File: config.mk
export PLATFORM = sky130hd
export DESIGN_NAME = rf_wb_scoreboard
export DESIGN_NICKNAME = d
export VERILOG_FILES = /design/src/rtl/rf_wb_scoreboard.sv
export SDC_FILE = /design/constraint.sdc
export NUM_CORES = 1
export LEC_CHECK = 0
export ABC_CLOCK_PERIOD_IN_PS = 10000
export CAP_MARGIN = 20
export CORE_MARGIN = 4
export CORE_UTILIZATION = 40
export CTS_CLUSTER_DIAMETER = 200
export DETAILED_ROUTE_END_ITERATION = 10
export PLACE_DENSITY = 0.81
export SYNTH_ARGS = -nofsm -noshare
export SYNTH_HDL_FRONTEND = slang
export SYNTH_SLANG_ARGS = --single-unit
File: constraint.sdc
create_clock -name clk -period 10 [get_ports clk]
set_input_delay 2.5 -clock clk [delete_from_list [all_inputs] [get_ports clk]]
set_output_delay 2.5 -clock clk [all_outputs]
set_load 0.02 [all_outputs]
File: src/rtl/rf_wb_scoreboard.sv
// Register-file write-port arbiter and long-latency destination scoreboard.
// Pipeline writeback wins the port; issue stalls on RAW/WAW, capacity or long-write starvation.
module rf_wb_scoreboard #(
   parameter int MAX_OUT    = 4,
   parameter int STARVE_LIM = 8,
   localparam int OW = $clog2(MAX_OUT + 1),
   localparam int SW = $clog2(STARVE_LIM + 1)
) (
   input  logic          clk,
   input  logic          rst,
   input  logic          iss_valid,
   input  logic [4:0]    iss_rs1,
   input  logic [4:0]    iss_rs2,
   input  logic          iss_use1,
   input  logic          iss_use2,
   input  logic [4:0]    iss_rd,
   input  logic          iss_wr,
   input  logic          iss_long,
   output logic          iss_stall,
   input  logic          p_wr,
   input  logic [4:0]    p_rd,
   input  logic [31:0]   p_wd,
   input  logic          l_valid,
   input  logic [4:0]    l_rd,
   input  logic [31:0]   l_wd,
   output logic          l_ready,
   output logic          RFWr,
   output logic [4:0]    A3,
   output logic [31:0]   WD,
   output logic [31:0]   pend,
   output logic [OW-1:0] outstanding
);

   logic [31:0]   pend_q, pend_d;
   logic [OW-1:0] out_q, out_d;
   logic [SW-1:0] starve_q, starve_d;

   logic long_grant;
   logic long_acc;
   logic hazard_raw;
   logic hazard_waw;
   logic cap_full;
   logic starved;

   assign l_ready    = l_valid & ~p_wr;
   assign long_grant = l_ready;

   always_comb begin
      RFWr = 1'b0;
      A3   = '0;
      WD   = '0;
      if (p_wr) begin
         RFWr = (p_rd != 5'd0);
         A3   = p_rd;
         WD   = p_wd;
      end else if (l_valid) begin
         RFWr = (l_rd != 5'd0);
         A3   = l_rd;
         WD   = l_wd;
      end
   end

   // pend_q[0] is held at zero, so x0 sources and destinations never hazard
   assign hazard_raw = (iss_use1 & pend_q[iss_rs1]) | (iss_use2 & pend_q[iss_rs2]);
   assign hazard_waw = iss_wr & pend_q[iss_rd];
   assign cap_full   = iss_long & (out_q == OW'(MAX_OUT));
   assign starved    = (starve_q >= SW'(STARVE_LIM));
   assign iss_stall  = iss_valid & (hazard_raw | hazard_waw | cap_full | starved);
   assign long_acc   = iss_valid & ~iss_stall & iss_long & iss_wr;

   always_comb begin
      pend_d = pend_q;
      if (long_grant) pend_d[l_rd] = 1'b0;
      if (long_acc && iss_rd != 5'd0) pend_d[iss_rd] = 1'b1;
      pend_d[0] = 1'b0;

      out_d = out_q;
      case ({long_acc, long_grant})
         2'b10:   if (out_q != OW'(MAX_OUT)) out_d = out_q + OW'(1);
         2'b01:   if (out_q != '0) out_d = out_q - OW'(1);
         default: out_d = out_q;
      endcase

      starve_d = starve_q;
      if (long_grant || !l_valid) starve_d = '0;
      else if (starve_q < SW'(STARVE_LIM)) starve_d = starve_q + SW'(1);
   end

   always_ff @(posedge clk or posedge rst) begin
      if (rst) begin
         pend_q   <= '0;
         out_q    <= '0;
         starve_q <= '0;
      end else begin
         pend_q   <= pend_d;
         out_q    <= out_d;
         starve_q <= starve_d;
      end
   end

   assign pend        = pend_q;
   assign outstanding = out_q;

   // A long result with nothing outstanding means the long unit and decode disagree
   a_no_orphan_return: assert property (@(posedge clk) disable iff (rst)
      !(l_valid && out_q == '0));

endmodule

---- Word-level counts from Yosys, hierarchy flattened ----
Cells that the tools add are included.
cells by class
  equality and inequality tests ........... 6
  bitwise gates (word level) .............. 18
  add/sub/neg operators ................... 3
  shifts and indexed selects .............. 0
  div/mod/pow operators ................... 0
  $mul .................................... 0
  reduce and logical (&&, ||, !) cells .... 12
  magnitude comparators ................... 8
  mux-type cells .......................... 23
operator list
  operator                                                                       number
  32-bit 2-to-1 mux                                                              4
  32-bit AND                                                                     1
  32-bit NOT                                                                     1
  32-bit OR                                                                      1
  5-bit by 6-bit less-than comparator with 1-bit output (second input constant)  4
  1-bit binary-select mux with 5-bit select                                      3
  5-bit nonzero test                                                             3
  1-bit demux with 5-bit select                                                  2
  5-bit by 1-bit >= comparator with 1-bit output (second input constant)         2
  5-bit 2-to-1 mux                                                               2
  1-bit AND                                                                      9
  4-bit 2-to-1 mux                                                               2
  1-bit 2-to-1 mux                                                               7
  3-bit 2-to-1 mux                                                               2
  3-bit case mux with 2 select lines                                             1
  4-bit by 1-bit adder with 4-bit output (second input constant)                 1
  4-bit >= comparator (second input constant)                                    1
  4-bit less-than comparator (second input constant)                             1
  2-bit != test (second input constant)                                          2
  1-bit OR                                                                       4
  2-bit nonzero test                                                             2
  3-bit by 1-bit adder with 3-bit output (second input constant)                 1
  3-bit == test (second input constant)                                          1
  1-bit logical AND                                                              3
  9 further kinds                                                                10
storage, ports and cells
  logic and storage cells ................. 73
  memories kept ........................... 0
  latch bits .............................. 0
  bits in writable memories ............... 0
  ROM bits ................................ 0
  output and inout bits ................... 75
  register bits after elaboration ......... 38

---- Depth between registers and ports, before layout ----
  depth in word-level cells ............... 15
  mapped depth ............................ 15

---- Worst setup path before layout ----
OpenSTA, ideal clock, no wires.
  kind .................................... in2out
  start ................................... input iss_rd[2]
  end ..................................... output iss_stall
  stages on the path ...................... 8
  setup slack ............................. 3206 ps
  data required time ...................... 7500 ps
  buffers on the path ..................... 2
  arrival time ............................ 4294 ps
  cells stage by stage .................... clkbuf_1 nand2_1 or4b_2 o41ai_1 o41ai_2 o2111ai_2 buf_6 o21a_1
between the ends
  word-level cells in the longest chain between the ends .. 7
ends and longest elaborated chain
  element                                    line  text
  start, declared                            16    input logic [4:0] iss_rd,
  1-bit binary-select mux with 5-bit select  65    assign hazard_waw = iss_wr & pend_q[iss_rd];
  1-bit 2-to-1 mux (not written as such)     65
  1-bit AND                                  65
  1-bit OR (3 in series)                     68    assign iss_stall = iss_valid & (hazard_raw | hazard_waw | cap_full | starved);
  1-bit AND                                  68
  end, declared                              19    output logic iss_stall,
Every way passes these cells. The select of a mux whose other input is x is not followed.

---- Final worst setup path ----
  start ................................... input iss_rd[1]
  end ..................................... output iss_stall
Same word-level chain as after synthesis.

==> qor.yml <==
outcome:
  run_status: "completed"
critical_path:
  critPathLaunchType: "primary input"
  crit_required_ns: 7.50
  crit_type: "primary input to output pin"
  cp.arrival_ns: 5.88
  crit_fanout: 34
  crit_path_end_kind: "output pin"
sta:
  rsz0062_at_grt: "false"
  max_freq_mhz: 119
  holdWs_ns: 0.556
  period_minus_slack_ns: 8.38
  tns_ns: 0
  finalCritPeriodShare: 0.838
  hold_violations: 0
  worst_pin_slew_ns: 0.867
  setup_viol: 0
  drv_slew: 0
  finClkSkew_ns: 0.00567
  slew_headroom: 0.420
detailed_routing:
  vias_per_cell: 6.17
  wl_per_cell_um: 21.5
  wl_um: 12900
  vias: 3715
  dr.pass1.iters: 6
  ant_nets: 0
  drtIter0Drc: 439
  drc: 0
yosys:
  avgSynthCellArea_um2: 9.92
  async_reset_ff_frac: 1.00
  yosysWarnings: 0
  synth.top_cell.area_share: 0.278
  yosysTopAreaCell: "dfrtp_1"
  syn-cell-area_um2: 3420
  synth-edff-count: 0
  synthCells: 345
  synth_area_leaders: "dfrtp_1 (28%), a22o_1 (9.5%), o41ai_2 (9.0%), mux2i_1 (6.7%), mux4_2 (5.3%)"
  synth-main-ff-cell: "dfrtp_1"
  synth_cell_types: 52
  ys_ff_latch: 38
  ys_seq_area_frac: 0.278
  postSynthNetCount: 449
power:
  p_clk_frac: 0.175
  p_int_uw: 388
  seq_power_share: 0.341
  switchingPower_uw: 246
  irDropWorstVdd_mv: 0.0529
  p_leak_nw: 2.10
  powerDensity_nw_per_um2: 122
  comb_power_share: 0.484
  switching_share: 0.388
job:
  maxCapViolations: 0
floorplanning:
  die_w_um: 100
  initial_utilization: 0.414
  rows: 33
  core_um2: 8260
  pin_count: 173
  die_h_um: 100
  dieArea_um2: 10100
grt:
  antenna_found_initial: 0
  grt.total_usage: 0.249
  grt_pass1_vias: 3706
  grt_start_max_net_pins: 40
  grt_pass1_wl_um: 19800
  gr-total-overflow: 0
cts:
  cts.reportedPaths.clkPinSlew_ns: 0.07
  cts_resized: 0
  clk_latency_ns: 0.30
  post_cts_buffers: 0
  clk_path_buf_depth: 2
  cts_num_sinks: 38
  tritoncts: "done"
  cts_buffers: 5
  cts_hold_buf: 0
  htree_levels: 2
  cts_root_buffer: "clkbuf_8"
finish:
  synthToLayoutAreaGrowth_pct: 52.6
  nNetsFinal: 600
  diodes: 0
  drive_gt1_frac: 0.109
  fill_cells: 679
hold_path:
  hold_class: "flop to flop"
placed_design:
  io_buffer_count: 171
  gp_congestion: 0.937
  dp.final_hpwl_um: 10200
==> critical path, stage by stage <==
cell and delay (ns):
clkdlybuf4s50_1 1.04, mux4_2 0.59, nand4_1 0.10, o211ai_1 0.11
a311oi_1 0.31, o2111ai_2 0.16, buf_4 0.29, o21a_1 0.23
clkdlybuf4s50_1 0.54
==> path summary, 6_finish.rpt <==
path,startpoint,endpoint,slack (ns),cells after the start
max in group asynchronous,rst,pend[18],7.04,3
hold / removal,outstanding[0],outstanding[0],0.56,1
min in group asynchronous,rst,outstanding[1],2.62,3
setup reg to reg,pend[10],outstanding[2],6.50,11
hold reg to reg,outstanding[0],outstanding[0],0.56,1
setup / recovery,iss_rd[1],iss_stall,1.62,9
==> flip-flops by register name, indices dropped and copies added, names as in the netlist <==
| register | count |
|---|---|
| starve_q | 4 |
| outstanding | 3 |
| pend | 31 |
==> cells in the final DEF, fill, tap and decap left out, types with 9 or more instances in the layout <==
master	instances
clkdlybuf4s50_1	171
dfrtp_1	38
a22o_1	37
o21ai_0	34
nand2_1	25
mux2i_1	23
o41ai_2	19
nor2_1	16
o41ai_1	14
nand2b_1	9
==> power groups by stage <==
stage | Combinational [mW] | Clock (mW) | Sequential (mW)
floorplan | 0.149 | 0 | 0.230
global placement | 0.300 | 0 | 0.217
detailed placement | 0.306 | 0 | 0.217
CTS | 0.307 | 0.111 | 0.214
global route | 0.327 | 0.117 | 0.220
finish | 0.307 | 0.111 | 0.216
==> synth_stat cells (2+ instances only) <==
cell type	count
nand2b_1	9
mux2i_1	23
o22ai_1	2
nor3_1	3
ha_1	6
o41ai_1	14
nand3b_1	7
nor2_1	16
a21oi_1	3
or3_1	4
or4_1	2
buf_2	3
buf_1	3
inv_1	8
buf_6	8
dfrtp_1	38
a311oi_1	2
mux4_1	3
xnor2_1	2
clkbuf_1	17
nor2b_1	4
mux4_2	8
o21ai_0	34
xor2_1	3
nand3_1	8
a22o_1	37
a31oi_1	3
o31ai_1	2
o41ai_2	19
mux2_2	6
nand2_1	25
or3b_2	2
or4b_2	2
==> final cells by class <==
type | count | area [µm²] | share of cell area
Inverter | 8 | 30.0 | 0.00575
Clock inverter | 2 | 12.5 | 0.00240
Timing Repair Buffer | 176 | 1750 | 0.335
Multi-Input combinational cell | 267 | 2260 | 0.434
Clock buffer | 6 | 82.6 | 0.0158
Sequential cell | 38 | 951 | 0.182
Tap cell | 105 | 131 | 0.0252
==> logic make-up (layout without fill, tap and decap cells) <==
| logic type | after synthesis | count (layout) | synth area share |
|---|---|---|---|
| compound gates | 125 | 125 | 0.320 |
| xor+xnor | 5 | 5 | 0.0128 |
| fa+ha+maj | 6 | 6 | 0.0219 |
| buf+inv | 40 | 192 | 0.0636 |
| flops | 38 | 38 | 0.278 |
| mux | 40 | 40 | 0.163 |
| other cells | 1 | 1 | 0.00110 |
| simple gates | 90 | 90 | 0.140 |
==> metrics by stage <==
step / util / setup slack [ns] / cell area [µm²] / cells / total power, mW
after floorplan: - / 3.21 / 3420 / 345 / 0.379
after global placement: 0.621 / 1.68 / 5120 / 594 / 0.517
after detailed placement: 0.621 / 1.66 / 5120 / 594 / 0.523
after CTS: 0.632 / 1.64 / 5220 / 602 / 0.633
after global routing: 0.632 / 1.45 / 5220 / 602 / 0.664
final: 0.632 / 1.62 / 5220 / 602 / 0.634
==> layer usage <==
metal  vias up  part of all wire  track usage
li1       1676                 -            -
met1      1771              0.38        0.299
met2       243              0.50        0.445
met3        25              0.10       0.0561
met4         0             0.023       0.0663
met5         -                 0            0
No activity file was read; power rests on OpenSTA's default activity.
